[config.mk]
export PLATFORM = sky130hd
export DESIGN_NAME = ysyx_22051013_id_issue
export DESIGN_NICKNAME = d
export VERILOG_FILES = /design/src/rtl/ysyx_22051013_id_issue_pkg.sv /design/src/rtl/ysyx_22051013_id_scoreboard.sv /design/src/rtl/ysyx_22051013_id_issue.sv
export SDC_FILE = /design/constraint.sdc
export NUM_CORES = 1
export LEC_CHECK = 0
export CAP_MARGIN = 10
export CORE_AREA = 2 2 326 328
export DETAILED_ROUTE_END_ITERATION = 12
export DIE_AREA = 0 0 328 330
export HOLD_SLACK_MARGIN = 0.12
export SYNTH_ARGS = -nofsm -noshare
export SYNTH_HDL_FRONTEND = slang
export SYNTH_SLANG_ARGS = --single-unit
[constraint.sdc]
create_clock -name clk -period 5.55 [get_ports clk]
set_input_delay 1.3875 -clock clk [delete_from_list [all_inputs] [get_ports clk]]
set_output_delay 1.3875 -clock clk [all_outputs]
set_load 0.02 [all_outputs]
[src/rtl/ysyx_22051013_id_issue_pkg.sv]
// Shared constants for the ysyx_22051013 ID/issue stage.
//   REG_AW   : architectural register address width
//   REG_ZERO : x0 address
//   br_op_e  : branch-op encoding carried on in_br_op
//   PC_STEP  : fall-through increment for a not-taken branch
package ysyx_22051013_id_issue_pkg;

    localparam int REG_AW = 5;
    localparam logic [REG_AW-1:0] REG_ZERO = '0;
    localparam int PC_STEP = 4;

    typedef enum logic [2:0] {
        BR_NONE = 3'd0,
        BR_BEQ  = 3'd1,
        BR_BNE  = 3'd2,
        BR_BLT  = 3'd3,
        BR_BGE  = 3'd4,
        BR_BLTU = 3'd5,
        BR_BGEU = 3'd6,
        BR_JALR = 3'd7
    } br_op_e;

endpackage

[src/rtl/ysyx_22051013_id_scoreboard.sv]
// Load-use scoreboard: one pending bit per architectural register.
// Ports:
//   clk, rst                : clock, synchronous active-high reset
//   i_set_en / i_set_addr   : mark a register pending (load left ID)
//   i_clr_en / i_clr_addr   : clear a pending register (load wrote back)
//   i_q1_addr / o_q1_pend   : query port for source 1
//   i_q2_addr / o_q2_pend   : query port for source 2
// A set and a clear on the same register in one cycle leaves it pending.
module ysyx_22051013_id_scoreboard
    import ysyx_22051013_id_issue_pkg::*;
#(
    parameter int SB_REGS = 32
)(
    input  logic              clk,
    input  logic              rst,
    input  logic              i_set_en,
    input  logic [REG_AW-1:0] i_set_addr,
    input  logic              i_clr_en,
    input  logic [REG_AW-1:0] i_clr_addr,
    input  logic [REG_AW-1:0] i_q1_addr,
    input  logic [REG_AW-1:0] i_q2_addr,
    output logic              o_q1_pend,
    output logic              o_q2_pend
);

    logic [SB_REGS-1:0] r_pend;

    always_ff @(posedge clk) begin
        if (rst) begin
            r_pend <= '0;
        end else begin
            for (int i = 0; i < SB_REGS; i++) begin
                if (i_set_en && i_set_addr == REG_AW'(i))
                    r_pend[i] <= 1'b1;
                else if (i_clr_en && i_clr_addr == REG_AW'(i))
                    r_pend[i] <= 1'b0;
            end
        end
    end

    always_comb begin
        o_q1_pend = 1'b0;
        o_q2_pend = 1'b0;
        for (int i = 0; i < SB_REGS; i++) begin
            if (i_q1_addr == REG_AW'(i)) o_q1_pend = r_pend[i];
            if (i_q2_addr == REG_AW'(i)) o_q2_pend = r_pend[i];
        end
    end

endmodule

[src/rtl/ysyx_22051013_id_issue.sv]
// ID/issue stage: regfile read, operand forwarding, load-use stall via a
// scoreboard, a single output register toward EX, and optional branch
// resolution with a one-cycle redirect pulse.
// Ports:
//   clk, rst                       : clock, synchronous active-high reset
//   in_valid/in_ready              : IF-side handshake
//   in_pc..in_bpu_jump             : decoded instruction fields
//   rs1_addr/rs2_addr, rs*_data    : regfile read (same-cycle data)
//   fwd_valid/fwd_addr/fwd_data    : NFWD bypass sources, index 0 youngest
//   ld_wb_valid/ld_wb_addr         : load writeback, clears pending bit
//   flush                          : squash from a later stage
//   out_valid/ex_ready, out_*      : EX-side handshake and payload
//   redirect/redirect_pc           : mispredict / JALR redirect
// Build option: define YSYX_22051013_ID_BRANCH_RESOLVE_EN to enable branch
// resolution; otherwise redirect and redirect_pc are tied to 0.
module ysyx_22051013_id_issue
    import ysyx_22051013_id_issue_pkg::*;
#(
    parameter int XLEN    = 64,
    parameter int NFWD    = 3,
    parameter int SB_REGS = 32
)(
    input  logic                   clk,
    input  logic                   rst,
    input  logic                   in_valid,
    output logic                   in_ready,
    input  logic [XLEN-1:0]        in_pc,
    input  logic [XLEN-1:0]        in_imm,
    input  logic [REG_AW-1:0]      in_rs1,
    input  logic [REG_AW-1:0]      in_rs2,
    input  logic [REG_AW-1:0]      in_rd,
    input  logic                   in_rs1_ena,
    input  logic                   in_rs2_ena,
    input  logic                   in_rd_ena,
    input  logic                   in_load,
    input  logic [2:0]             in_br_op,
    input  logic                   in_bpu_jump,
    output logic [REG_AW-1:0]      rs1_addr,
    output logic [REG_AW-1:0]      rs2_addr,
    input  logic [XLEN-1:0]        rs1_data,
    input  logic [XLEN-1:0]        rs2_data,
    input  logic [NFWD-1:0]        fwd_valid,
    input  logic [NFWD*REG_AW-1:0] fwd_addr,
    input  logic [NFWD*XLEN-1:0]   fwd_data,
    input  logic                   ld_wb_valid,
    input  logic [REG_AW-1:0]      ld_wb_addr,
    input  logic                   flush,
    output logic                   out_valid,
    input  logic                   ex_ready,
    output logic [XLEN-1:0]        out_op1,
    output logic [XLEN-1:0]        out_op2,
    output logic [XLEN-1:0]        out_pc,
    output logic [XLEN-1:0]        out_imm,
    output logic [REG_AW-1:0]      out_rd,
    output logic                   out_rd_ena,
    output logic                   out_load,
    output logic                   redirect,
    output logic [XLEN-1:0]        redirect_pc
);

    // Returns {hit, value}. x0 always reads 0 and never counts as a forward
    // hit; among bypass sources the lowest index (youngest) wins.
    function automatic logic [XLEN:0] f_resolve(
        input logic [REG_AW-1:0]      addr,
        input logic [XLEN-1:0]        rf,
        input logic [NFWD-1:0]        v,
        input logic [NFWD*REG_AW-1:0] fa,
        input logic [NFWD*XLEN-1:0]   fd
    );
        logic [XLEN:0] res;
        res = {1'b0, rf};
        for (int i = NFWD - 1; i >= 0; i--) begin
            if (v[i] && fa[i*REG_AW +: REG_AW] == addr)
                res = {1'b1, fd[i*XLEN +: XLEN]};
        end
        if (addr == REG_ZERO) res = '0;
        return res;
    endfunction

    logic              r_out_valid, r_out_rd_ena, r_out_load;
    logic [XLEN-1:0]   r_out_op1, r_out_op2, r_out_pc, r_out_imm;
    logic [REG_AW-1:0] r_out_rd;

    logic [XLEN-1:0] w_op1, w_op2;
    logic            w_fwd1, w_fwd2, w_pend1, w_pend2;
    logic            w_held_ld, w_busy1, w_busy2, w_stall;
    logic            w_accept, w_fire_out, w_sb_set, w_redirect;

    assign rs1_addr = in_rs1_ena ? in_rs1 : REG_ZERO;
    assign rs2_addr = in_rs2_ena ? in_rs2 : REG_ZERO;

    assign {w_fwd1, w_op1} = f_resolve(rs1_addr, rs1_data, fwd_valid, fwd_addr, fwd_data);
    assign {w_fwd2, w_op2} = f_resolve(rs2_addr, rs2_data, fwd_valid, fwd_addr, fwd_data);

    // A load still sitting in the output register has not reached the
    // scoreboard yet, so its rd is checked directly.
    assign w_held_ld = r_out_valid & r_out_load & r_out_rd_ena;
    assign w_busy1   = (rs1_addr != REG_ZERO) & ~w_fwd1 &
                       (w_pend1 | (w_held_ld & (r_out_rd == rs1_addr)));
    assign w_busy2   = (rs2_addr != REG_ZERO) & ~w_fwd2 &
                       (w_pend2 | (w_held_ld & (r_out_rd == rs2_addr)));
    assign w_stall   = w_busy1 | w_busy2;

    // flush and rst also drop in_ready so IF never sees a handshake that
    // was not taken.
    assign in_ready   = ~rst & ~flush & ~w_stall & (~r_out_valid | ex_ready) & ~w_redirect;
    assign w_accept   = in_valid & in_ready;
    // A flushed instruction never counts as fired, so it cannot mark its rd.
    assign w_fire_out = r_out_valid & ex_ready & ~flush;
    assign w_sb_set   = w_fire_out & r_out_load & r_out_rd_ena & (r_out_rd != REG_ZERO);

    // Writeback clears keep working during flush: they come from older
    // instructions that are not being squashed.
    ysyx_22051013_id_scoreboard #(.SB_REGS(SB_REGS)) u_sb (
        .clk        (clk),
        .rst        (rst),
        .i_set_en   (w_sb_set),
        .i_set_addr (r_out_rd),
        .i_clr_en   (ld_wb_valid),
        .i_clr_addr (ld_wb_addr),
        .i_q1_addr  (rs1_addr),
        .i_q2_addr  (rs2_addr),
        .o_q1_pend  (w_pend1),
        .o_q2_pend  (w_pend2)
    );

    always_ff @(posedge clk) begin
        if (rst) begin
            r_out_valid  <= 1'b0;
            r_out_op1    <= '0;
            r_out_op2    <= '0;
            r_out_pc     <= '0;
            r_out_imm    <= '0;
            r_out_rd     <= '0;
            r_out_rd_ena <= 1'b0;
            r_out_load   <= 1'b0;
        end else if (flush) begin
            r_out_valid <= 1'b0;
        end else if (w_accept) begin
            r_out_valid  <= 1'b1;
            r_out_op1    <= w_op1;
            r_out_op2    <= w_op2;
            r_out_pc     <= in_pc;
            r_out_imm    <= in_imm;
            r_out_rd     <= in_rd;
            r_out_rd_ena <= in_rd_ena;
            r_out_load   <= in_load;
        end else if (ex_ready) begin
            r_out_valid <= 1'b0;
        end
    end

    assign out_valid  = r_out_valid;
    assign out_op1    = r_out_op1;
    assign out_op2    = r_out_op2;
    assign out_pc     = r_out_pc;
    assign out_imm    = r_out_imm;
    assign out_rd     = r_out_rd;
    assign out_rd_ena = r_out_rd_ena;
    assign out_load   = r_out_load;

`ifdef YSYX_22051013_ID_BRANCH_RESOLVE_EN
    localparam logic [XLEN-1:0] W_STEP = XLEN'(PC_STEP);
    localparam logic [XLEN-1:0] W_LSB0 = ~XLEN'(1);

    logic            w_taken, w_need;
    logic [XLEN-1:0] w_target;
    logic            r_redirect;
    logic [XLEN-1:0] r_redirect_pc;

    always_comb begin
        w_taken = 1'b0;
        case (br_op_e'(in_br_op))
            BR_BEQ:  w_taken = (w_op1 == w_op2);
            BR_BNE:  w_taken = (w_op1 != w_op2);
            BR_BLT:  w_taken = ($signed(w_op1) <  $signed(w_op2));
            BR_BGE:  w_taken = ($signed(w_op1) >= $signed(w_op2));
            BR_BLTU: w_taken = (w_op1 <  w_op2);
            BR_BGEU: w_taken = (w_op1 >= w_op2);
            default: w_taken = 1'b0;
        endcase
        w_need   = 1'b0;
        w_target = '0;
        if (br_op_e'(in_br_op) == BR_JALR) begin
            w_need   = 1'b1;
            w_target = (w_op1 + in_imm) & W_LSB0;
        end else if (br_op_e'(in_br_op) != BR_NONE && w_taken != in_bpu_jump) begin
            // Only a disagreement with the predictor needs a redirect.
            w_need   = 1'b1;
            w_target = w_taken ? (in_pc + in_imm) : (in_pc + W_STEP);
        end
    end

    // w_accept already excludes flush, so a flushed cycle never redirects.
    always_ff @(posedge clk) begin
        if (rst) begin
            r_redirect    <= 1'b0;
            r_redirect_pc <= '0;
        end else if (w_accept && w_need) begin
            r_redirect    <= 1'b1;
            r_redirect_pc <= w_target;
        end else begin
            r_redirect    <= 1'b0;
            r_redirect_pc <= '0;
        end
    end

    assign w_redirect  = r_redirect;
    assign redirect    = r_redirect;
    assign redirect_pc = r_redirect_pc;
`else
    logic w_unused_br;
    assign w_unused_br = ^{in_br_op, in_bpu_jump};
    assign w_redirect  = 1'b0;
    assign redirect    = 1'b0;
    assign redirect_pc = '0;
`endif

endmodule

==> impl_metrics.py <==
metrics = {
    "logic_synthesis": {
        "synth-main-ff-cell": "dfxtp_1",
        "synthArstFlopShare_pct": 0,
        "yosysWarnings": 0,
        "syn_area_per_cell_um2": 8.95,
        "synth_edf_count": 0,
        "synthCells": 2122,
        "synth-seq-cells": 296,
        "ys_seq_area_share_pct": 31.2,
        "yosys-top-cells-count": "o21ai_0, dfxtp_1, mux2i_1",
        "synth_top_area_cell": "dfxtp_1",
        "ys_types": 79,
        "yosysTopAreaCellShare_pct": 31.2,
        "syn_area_um2": 19000,
        "yosys-top-cells-area": "dfxtp_1, mux2i_1, mux2_4",
        "synth.most_common_cell": "o21ai_0",
    },
    "timing": {
        "finalSetupTns_ps": 0,
        "hold_viol": 0,
        "period_minus_slack_ps": 5440,
        "rsz0062_at_grt": "false",
        "slew_violations": 0,
        "finalSetupViolCount": 0,
        "fmax_mhz": 184,
        "min_period_over_period_pct": 98.1,
        "slew_headroom_pct": 26.3,
        "clock_skew_ps": 18.8,
        "tightest_slew_ps": 1110,
        "worst_slack_ps": 105,
    },
    "power_and_ir_drop": {
        "p_comb_share_pct": 21.9,
        "irDropWorstVdd_uv": 180,
        "clockPowerShare_pct": 42.7,
        "seqPwrFrac_pct": 35.4,
        "p_sw_mw": 1.73,
        "swShare_pct": 27.3,
        "p_leak_nw": 12.8,
        "power_density_nw_per_um2": 212,
        "power.internal_mw": 4.61,
    },
    "clock_tree": {
        "cts_tree": "built",
        "cts_htree_levels": 2,
        "numCtsBuffers": 40,
        "cts.clk_slew.worst_paths_ps": 60,
        "clock_latency_ps": 590,
        "cts_buffer_depth": 3,
        "cts_root_buf": "clkbuf_16",
        "clock_sinks": 296,
    },
    "floorplan": {
        "rows": 119,
        "start_util_pct": 18.1,
        "die_y_um": 330,
        "dieArea_um2": 108000,
        "core-area_um2": 105000,
        "io_pins": 840,
        "dieWidth_um": 328,
    },
    "place": {
        "place_inst": 4249,
        "io_buffers": 770,
        "gp_congestion": 0.915,
        "dpl.hpwl_um": 68600,
        "preCtsSetupSlack_ps": -479,
    },
    "route": {
        "routed_via_density": 4.28,
        "drt_iter0_markers": 899,
        "antenna_left": 0,
        "drcViolationCount": 0,
        "routed_wl_um": 88800,
        "vias": 18500,
        "firstDrtPassIters": 5,
        "wl_per_cell_um": 20.5,
    },
    "global_routing": {
        "antenna_found_initial": 15,
        "grt_pass1_wl_um": 124000,
        "grt_pass1_vias": 18200,
        "grt_use_total_pct": 15.4,
        "overflow": 0,
        "grt_max_degree": 119,
    },
    "outcome": {
        "status": "completed",
    },
    "worst_setup_path": {
        "worstSetupPathType": "in -> out",
        "worstPathArrival_ps": 4060,
        "end_kind": "output pin",
        "cpPeakStageDelay_ps": 540,
        "startpoint_type": "primary input",
        "crit_fanout": 24,
        "crit_required_ps": 4160,
        "path_cells": "clkdlybuf4s50_1 -> buf_12 -> and2_1 -> xor2_1 -> or4_1 -> a2111oi_2 -> nor4_4 -> buf_4 -> clkdlybuf4s15_2",
        "slowest_stage": "a2111oi_2",
    },
    "job": {
        "cap_violations": 0,
    },
    "cells_and_area": {
        "syn_to_final_growth_pct": 57.3,
        "stdcell_count": 4324,
        "finalNetCount": 3401,
        "finish.utilization_pct": 28.5,
        "layout-drive-gt1-share_pct": 12.9,
    },
    "worst_hold_path": {
        "min_path_type": "reg -> reg",
    },
}
## timing repair
action | 4_1_cts | 5_1_grt
endpoints found under the setup margin | 1 | 1
setup buffers | 0 | 1
cloned | 0 | 0
hold buffers | 0 | 0
pin swaps | 1 | 3
resized for setup | 7 | 12
## stage by stage
step | hold WS, ps | cell area (µm²) | power (mW)
after CTS | 476 | 29800 | 6.45
after global routing | 491 | 29900 | 6.62
after floorplan | 435 | 19200 | 2.94
after global placement | 462 | 28400 | 3.66
after detailed placement | 464 | 28400 | 3.67
final | 475 | 29900 | 6.34
## logic make-up (layout without fill, tap and decap cells)
logic type / after synthesis / count (layout) / share of synthesized area, %
AND/OR/NAND/NOR: 586 / 586 / 18.4
XOR/XNOR: 24 / 24 / 1.11
buffers and inverters: 263 / 1004 / 8.64
other: 1 / 71 / 0.0198
multiplexers: 399 / 399 / 24.6
AO/OA/AOI/OAI: 553 / 553 / 16.0
flip-flops: 296 / 296 / 31.2
## per-layer routing
layer / global-route usage, % / up-vias / wire length [µm]
met5: 0 / - / 88
li1: - / 8880 / -
met4: 5.28 / 14 / 2580
met3: 6.43 / 139 / 9470
met1: 18.6 / 8681 / 36500
met2: 24.5 / 780 / 40200
## power groups by stage
stage | Combinational, mW | Clock, mW | Sequential (mW)
final | 1.39 | 2.71 | 2.25
after detailed placement | 1.38 | 0 | 2.29
after global routing | 1.47 | 2.90 | 2.25
after CTS | 1.39 | 2.82 | 2.25
after floorplan | 0.567 | 0 | 2.38
after global placement | 1.38 | 0 | 2.29
## layout make-up
type	instances	area (µm²)
repair buffers	916	8950
inverters	20	75.1
fillers	11100	74800
multi-input cells	1627	11800
well taps	1391	1740
clock inverters	11	151
diodes	6	15.0
flip-flops and latches	296	5930
clock buffers	57	1210
## sequential cells by signal, indices dropped and copies added (netlist names)
name / flops
out_rd_ena: 1
out_op2: 64
out_imm: 64
u_sb.r_pend: 32
out_pc: 64
out_op1: 64
out_load: 1
out_rd: 5
out_valid: 1
## path summary, 6_finish.rpt
kind	cells past startpoint	start	slack [ps]	endpoint
max	9	in_rs2_ena	110	in_ready
min	2	out_op1[6]	470	out_op1[6]
max reg2reg	12	out_rd[0]	1950	out_op2[4]
min reg2reg	2	out_op1[6]	470	out_op1[6]
## worst max-delay path, delay by kind of cell
| family | cells | cell delay, ps |
|---|---|---|
| buffers and inverters | 4 | 1070 |
| and+or+nand+nor | 3 | 930 |
| AOI/OAI and AO/OA | 1 | 540 |
| xor gates and xnor gates | 1 | 100 |
## layout by cell type, fill, tap and decap left out, types with 6 or more instances in the layout
cell	Yosys	final
clkdlybuf4s50_1	0	765
o21ai_0	300	297
dfxtp_1	296	296
mux2i_1	259	259
a21oi_1	175	175
nor2b_1	149	148
nand2b_1	140	140
buf_4	66	135
and2_1	133	133
mux2_4	131	131
conb_1	1	65
nand2_1	56	56
clkbuf_16	0	42
nor2_1	31	30
inv_1	17	17
xnor2_1	16	16
nand3_1	15	14
clkbuf_8	0	10
buf_12	15	10
nor3_1	10	9
a31oi_1	9	9
and3_1	8	8
xor2_1	8	8
a22oi_1	8	7
diode_2	0	6
a32oi_1	6	6
nand4_1	6	6
Power figures use the tool's default switching activity.
